--- src/rtl/conv_fixew_pkg.sv ---
// rtl/conv_fixew_pkg.sv - shared widths and types for the 2-filter systolic convolution engine
package conv_fixew_pkg;
  localparam int N    = 8;
  localparam int ROWS = 8;
  localparam int COLS = 2;

  typedef logic signed [N-1:0]   feat_t;
  typedef logic signed [2*N-1:0] acc_t;
endpackage

--- src/rtl/conv_pe.sv ---
// rtl/conv_pe.sv - weight-stationary MAC cell: registered partial sum and feature pass-through
module conv_pe
  import conv_fixew_pkg::*;
(
  input  logic  clk,
  input  logic  rst,
  input  feat_t fin,
  input  feat_t w,
  input  acc_t  psum_in,
  output feat_t fout,
  output acc_t  psum_out
);

  // Operands are widened before the multiply so the product is exact; the sum wraps modulo 2^(2N).
  always_ff @(posedge clk) begin
    if (rst) begin
      psum_out <= '0;
      fout     <= '0;
    end else begin
      psum_out <= psum_in + acc_t'(fin) * acc_t'(w);
      fout     <= fin;
    end
  end

endmodule

--- src/rtl/conv_fixew.sv ---
// rtl/conv_fixew.sv - 8x2 systolic array producing two skewed-input dot products per cycle
module conv_fixew
  import conv_fixew_pkg::*;
(
  input  logic                  Clk,
  input  logic                  Rst_n,
  input  logic signed [N-1:0]   F1,
  input  logic signed [N-1:0]   F2,
  input  logic signed [N-1:0]   F3,
  input  logic signed [N-1:0]   F4,
  input  logic signed [N-1:0]   F5,
  input  logic signed [N-1:0]   F6,
  input  logic signed [N-1:0]   F7,
  input  logic signed [N-1:0]   F8,
  input  logic signed [N-1:0]   W00,
  input  logic signed [N-1:0]   W01,
  input  logic signed [N-1:0]   W02,
  input  logic signed [N-1:0]   W03,
  input  logic signed [N-1:0]   W10,
  input  logic signed [N-1:0]   W11,
  input  logic signed [N-1:0]   W12,
  input  logic signed [N-1:0]   W13,
  input  logic signed [N-1:0]   G00,
  input  logic signed [N-1:0]   G01,
  input  logic signed [N-1:0]   G02,
  input  logic signed [N-1:0]   G03,
  input  logic signed [N-1:0]   G10,
  input  logic signed [N-1:0]   G11,
  input  logic signed [N-1:0]   G12,
  input  logic signed [N-1:0]   G13,
  output logic signed [2*N-1:0] C1,
  output logic signed [2*N-1:0] C2
);

  feat_t f_lane [ROWS];
  feat_t tap    [COLS][ROWS];
  feat_t fpass  [ROWS][COLS-1];
  feat_t f_unused [ROWS];
  acc_t  psum   [ROWS+1][COLS];

  assign f_lane = '{F1, F2, F3, F4, F5, F6, F7, F8};
  assign tap[0] = '{W00, W01, W02, W03, W10, W11, W12, W13};
  assign tap[1] = '{G00, G01, G02, G03, G10, G11, G12, G13};

  for (genvar j = 0; j < COLS; j++) begin : g_seed
    assign psum[0][j] = '0;
  end

  // Column j>0 sees each lane one cycle after column j-1, so its result trails by one cycle.
  for (genvar k = 0; k < ROWS; k++) begin : g_row
    for (genvar j = 0; j < COLS; j++) begin : g_col
      feat_t fin;
      feat_t fout;

      if (j == 0) begin : g_first
        assign fin = f_lane[k];
      end else begin : g_next
        assign fin = fpass[k][j-1];
      end

      if (j < COLS - 1) begin : g_pass
        assign fpass[k][j] = fout;
      end else begin : g_last
        assign f_unused[k] = fout;
      end

      conv_pe u_pe (
        .clk      (Clk),
        .rst      (Rst_n),
        .fin      (fin),
        .w        (tap[j][k]),
        .psum_in  (psum[k][j]),
        .fout     (fout),
        .psum_out (psum[k+1][j])
      );
    end
  end

  assign C1 = psum[ROWS][0];
  assign C2 = psum[ROWS][1];

endmodule

--- config.mk ---
export PLATFORM = sky130hd
export DESIGN_NAME = conv_fixew
export DESIGN_NICKNAME = d
export VERILOG_FILES = /design/src/rtl/conv_fixew_pkg.sv /design/src/rtl/conv_pe.sv /design/src/rtl/conv_fixew.sv
export SDC_FILE = /design/constraint.sdc
export NUM_CORES = 2
export LEC_CHECK = 0
export CAP_MARGIN = 20
export CORE_MARGIN = 2
export CORE_UTILIZATION = 50
export CTS_CLUSTER_DIAMETER = 30
export DETAILED_ROUTE_END_ITERATION = 10
export PLACE_DENSITY = 0.74
export SYNTH_ARGS = -nofsm -noshare
export SYNTH_HDL_FRONTEND = slang
export SYNTH_SLANG_ARGS = --single-unit
--- constraint.sdc ---
create_clock -name Clk -period 5 [get_ports Clk]
set_input_delay 0.5 -clock Clk [delete_from_list [all_inputs] [get_ports Clk]]
set_output_delay 0.5 -clock Clk [all_outputs]
set_load 0.02 [all_outputs]
Word level (Yosys, flattened, before mapping) --
Cells that the tools add are included.
Word-level totals: RAM bits 0, ROM bits 0, memories 0, input bits 194, bits in latches 0, register bits 320
Operators by class: multiply operators 16, $lt $le $gt $ge 0, shift operators 0, reduce and logical (&&, ||, !) cells 0, bitwise logic cells 0, mux-type cells 0, add/subtract/negate cells 14, divide/modulo/power cells 0, equal/unequal tests 0
Operator list (number):
- $mul 8x8->16 | 16
- $add 16x16->16 | 14

Logic depth before layout (Yosys ltp) --
depth in word-level cells 2, mapped depth 19

Modules after synthesis --
From an unflattened synthesis, not the netlist that was laid out.
Second synthesis, totals: cell total of the unflattened synthesis 5627, area, all modules 55769.7 um^2
By module, submodules not included:
- conv_pe at g_row[2].g_col[0].u_pe ... | area each 3483.3 um^2, times used 10, cells an instance 352
- conv_pe at g_row[0].g_col[0].u_pe ... | area each 3488.3 um^2, times used 4, cells an instance 354
- conv_pe at g_row[7].g_col[0].u_pe ... | area each 3489.6 um^2, times used 2, cells an instance 345
- conv_fixew | area each 3.8 um^2, times used 1, cells an instance 1

Worst setup path before layout --
Ideal clock, no wire load.
path kind input -> register, start input F4[7], end register g_row[3].g_col[0].u_pe.psum_out[14], stages 15, slack -0.015 ns, buffers on the path 1, arrival time 4.894 ns, cell sequence clkbuf_1 and2_1 inv_1 fa_1 inv_1 fa_1 fa_1 fa_1 fa_1 ha_1 o21ai_0 o21ai_0 a31oi_1 a21oi_1 mux2_2
Between the ends: word-level cells in the longest chain between the ends 2
RTL lines:
- start, declared | RTL line conv_fixew.sv:10 | input logic signed [N-1:0] F4,
- $mul 8x8->16 | RTL line conv_pe.sv:20 | psum_out <= psum_in + acc_t'(fin) * acc_t'(w);
- $add 16x16->16 | RTL line conv_pe.sv:20
- end signal, assigned | RTL line conv_pe.sv:20
- end, declared | RTL line conv_pe.sv:11 | output acc_t psum_out
No other way between the ends. A chain may end at the register's enable or synchronous reset.

Worst setup path in the final report --
start register g_row[5].g_col[0].u_pe.fout[7], end register g_row[5].g_col[1].u_pe.psum_out[14]
Between the ends: word-level cells in the longest chain between the ends 2
RTL lines:
- start, declared | RTL line conv_pe.sv:10 | output feat_t fout,
- start signal, assigned | RTL line conv_pe.sv:21 | fout <= fin;
- $mul 8x8->16 | RTL line conv_pe.sv:20
- $add 16x16->16 | RTL line conv_pe.sv:20
- end signal, assigned | RTL line conv_pe.sv:20
- end, declared | RTL line conv_pe.sv:11
No other way between the ends.

==> metrics <==
post-synth cell types 46; Post-Syn Nets 7227; Slowest cell on crit path fa_1; Final Max Tran Viols 0; Tot Pwr 45.63 mW; Mapped Area 0.05276 mm^2; sequential fraction of the synthesis area 12.14%; Final Critical Period 4781 ps; Worst-Skew Late Latency 660 ps; Yosys warnings 0; vias in the first global route 42600; H-tree levels 3; CTS Buffer Depth 3; most common flop cell mapped by yosys dfxtp_1; CTS tree built; die area 0.1081 mm^2; Static Leak 32.73 nW; CP Cell Sequence and2_1 -> inv_1 -> fa_1 -> inv_1 -> fa_1 -> fa_1 -> fa_1 -> fa_1 -> ha_1 -> o21ai_0 -> o21ai_0 -> a31oi_1 -> a21oi_1 -> mux2_2; Adder-Cell Fraction of Synth Area 55.55%; final hold violations 0; I/O pin count 226; layout cells sized above 1 12.55%; Util after Layout 61.21%; status finished, final reports clean; initial antenna violation count 14; hold-fix buffers at CTS 0; placed instance count 7487; die width 328.8 um; Root Buffer clkbuf_16; number of max-cap violations 0; Async SR Flop Fraction 0%; commonest non-fill, non-tap cells in the layout inv_1 (1116), fa_1 (1104), buf_4 (576); Worst EP required 5530 ps; FF+latch count, synth 320; post-route cell area 0.06425 mm^2; crit-path max FO 8; Post-DRT Antenna Nets 0; CP peak stage delay 570 ps; Starting DRT DRC Count 1640; gpl congestion 0.9317; first-pass GRT wire length 209100 um; Critical Path AT 5310 ps; DRC 0; Crit path max-delay family adder cells; Max VDD drop 1.033 mV; largest net degree at the start of global routing 120; xor/xnor share of the synthesized area 4.831%; drt total wl 121400 um; per-cell routed wire length 15.84 um; die height 328.8 um; Crit Path Category reg2reg; total track usage 24.08%; worst slew pin tran 694.3 ps; mux cell area share after synthesis 0.2988%; Core Box Area 0.1050 mm^2; via-per-instance ratio 4.903; Mapped Cells 5353; number of clock sinks 320; RSZ-0062 raised after global routing false; CP Capture Type register; Final #Nets 8063; clk_skew 37.77 ps; complex-gate fraction of the synthesized area 4.176%; GRT overflow 0; synthesis-to-finish area growth 21.78%; Crit path buffers/inverters 2; Via Count 37570; total clock buffers created by CTS 89; Finished Layout Cells 7663; setup TNS 0 ps; Worst Hold Class in2reg; syn avg cell area 9.856 um^2; pwr dens 710.1 mW/mm^2; startpoint types register; std cell rows 119; count of input and output buffers 225; clock slew at reported path FFs 40 ps; Final HPWL DP 104500 um; Simple-Gate Fraction of Synth Area 14.52%; Pre-antenna DRT Iters 7; most common cell after layout, fill and taps aside inv_1; Worst path most repeated cell fa_1; Max Freq 209.2 MHz; fin crit share 95.62%; Initial Utilization 50.26%; Post-synth EDFFs 0; placed instance area 0.06093 mm^2; largest family of logic cells by synthesized area adder cells; # setup viols final 0; Slew HR 53.71%
cell type report:
class                      count  area (um^2)
antenna                        8        20.02
timing repair buffer         806         6691
sequential                   320         6416
clock buffer                 115         2506
clock inverter                51        747.0
tap                         1391         1740
multi-input combinational   3843        41890
inverter                    1129         4238
fill                        8541        40720
worst register-to-register path, stage by stage (launching register included):
cell and delay, ps:
dfxtp_1 500, and2_1 200, inv_1 60, fa_1 480, inv_1 60, fa_1 480, fa_1 570, fa_1 450
fa_1 380, ha_1 330, o21ai_0 310, o21ai_0 170, a31oi_1 300, a21oi_1 120, mux2_2 270
what timing repair did:
item	in CTS	in global routing
endpoints found under the setup margin	0	14
resized for setup	0	18
setup buffers	0	2
cells in the mapped netlist, types with 6 or more instances:
library cell  number  share of area, %
o21ai_1            6             0.057
buf_2              7             0.066
and2_1           539               6.4
o211ai_1          14              0.20
fa_1            1104                42
o21ai_0           67              0.64
a211oi_1          19              0.27
inv_1           1116               7.9
xnor2_1          219               3.6
o21a_1            16              0.23
o21bai_1          40              0.57
dfxtp_1          320                12
nand2b_1          29              0.34
nand2_1          411               2.9
clkinv_1          13             0.092
and3_1             6             0.071
nor3_1            20              0.19
mux2_2            14              0.30
o31ai_1           10              0.14
clkbuf_1          50              0.36
or2_2             12              0.14
nor2b_1          175               2.1
nor2_1           315               2.2
a21oi_1           82              0.78
a21boi_0          12              0.17
a21o_1            31              0.44
a21boi_1           8              0.11
or3_1              7             0.083
xor2_1            72               1.2
ha_1             576                14
a31oi_1           13              0.15
worst paths after layout:
check,cells after the start,to,startpoint,slack (ps)
setup / recovery,14,g_row[5].g_col[1].u_pe.psum_out[14],g_row[5].g_col[0].u_pe.fout[7],220
hold / removal,2,g_row[2].g_col[0].u_pe.psum_out[7],Rst_n,320
setup reg to reg,14,g_row[5].g_col[1].u_pe.psum_out[14],g_row[5].g_col[0].u_pe.fout[7],220
hold reg to reg,2,g_row[0].g_col[1].u_pe.psum_out[0],g_row[0].g_col[0].u_pe.fout[0],590
per-stage QoR:
stage	hold slack (ps)	setup slack, ps
global route	357.4	5.286
detailed placement	574.7	-542.3
finish	317.1	219.0
global placement	571.6	-443.1
CTS	302.7	62.78
floorplan	453.7	104.9
state kept, by name (all words and copies together) (netlist names):
name,flops
g_row.g_col.u_pe.psum_out,256
g_row.g_col.u_pe.fout,64
power by group:
part           internal [mW]  switching, mW  total, mW
clock                   4.24           1.81       6.06
sequential              3.55          0.548       4.09
combinational           18.0           17.5       35.5
metal layers:
| layer | vias up | track usage (%) | share of wire, % |
|---|---|---|---|
| met4 | 10 | 8.785 | 3.5 |
| met2 | 743 | 41.87 | 51 |
| met5 | - | 0 | 0.054 |
| met3 | 231 | 4.300 | 5.0 |
| met1 | 18840 | 29.93 | 41 |
| li1 | 17750 | - | - |
logic make-up (layout without fill, tap and decap cells):
logic type               Yosys count  count (layout)
other                              0               8
flip-flops                       320             320
multiplexers                      14              14
adder cells (fa/ha/maj)         1680            1680
buffers and inverters           1190            2101
AO/OA/AOI/OAI                    339             339
XOR/XNOR                         291             291
AND/OR/NAND/NOR                 1519            1519
(Power assumes the default switching activity.)
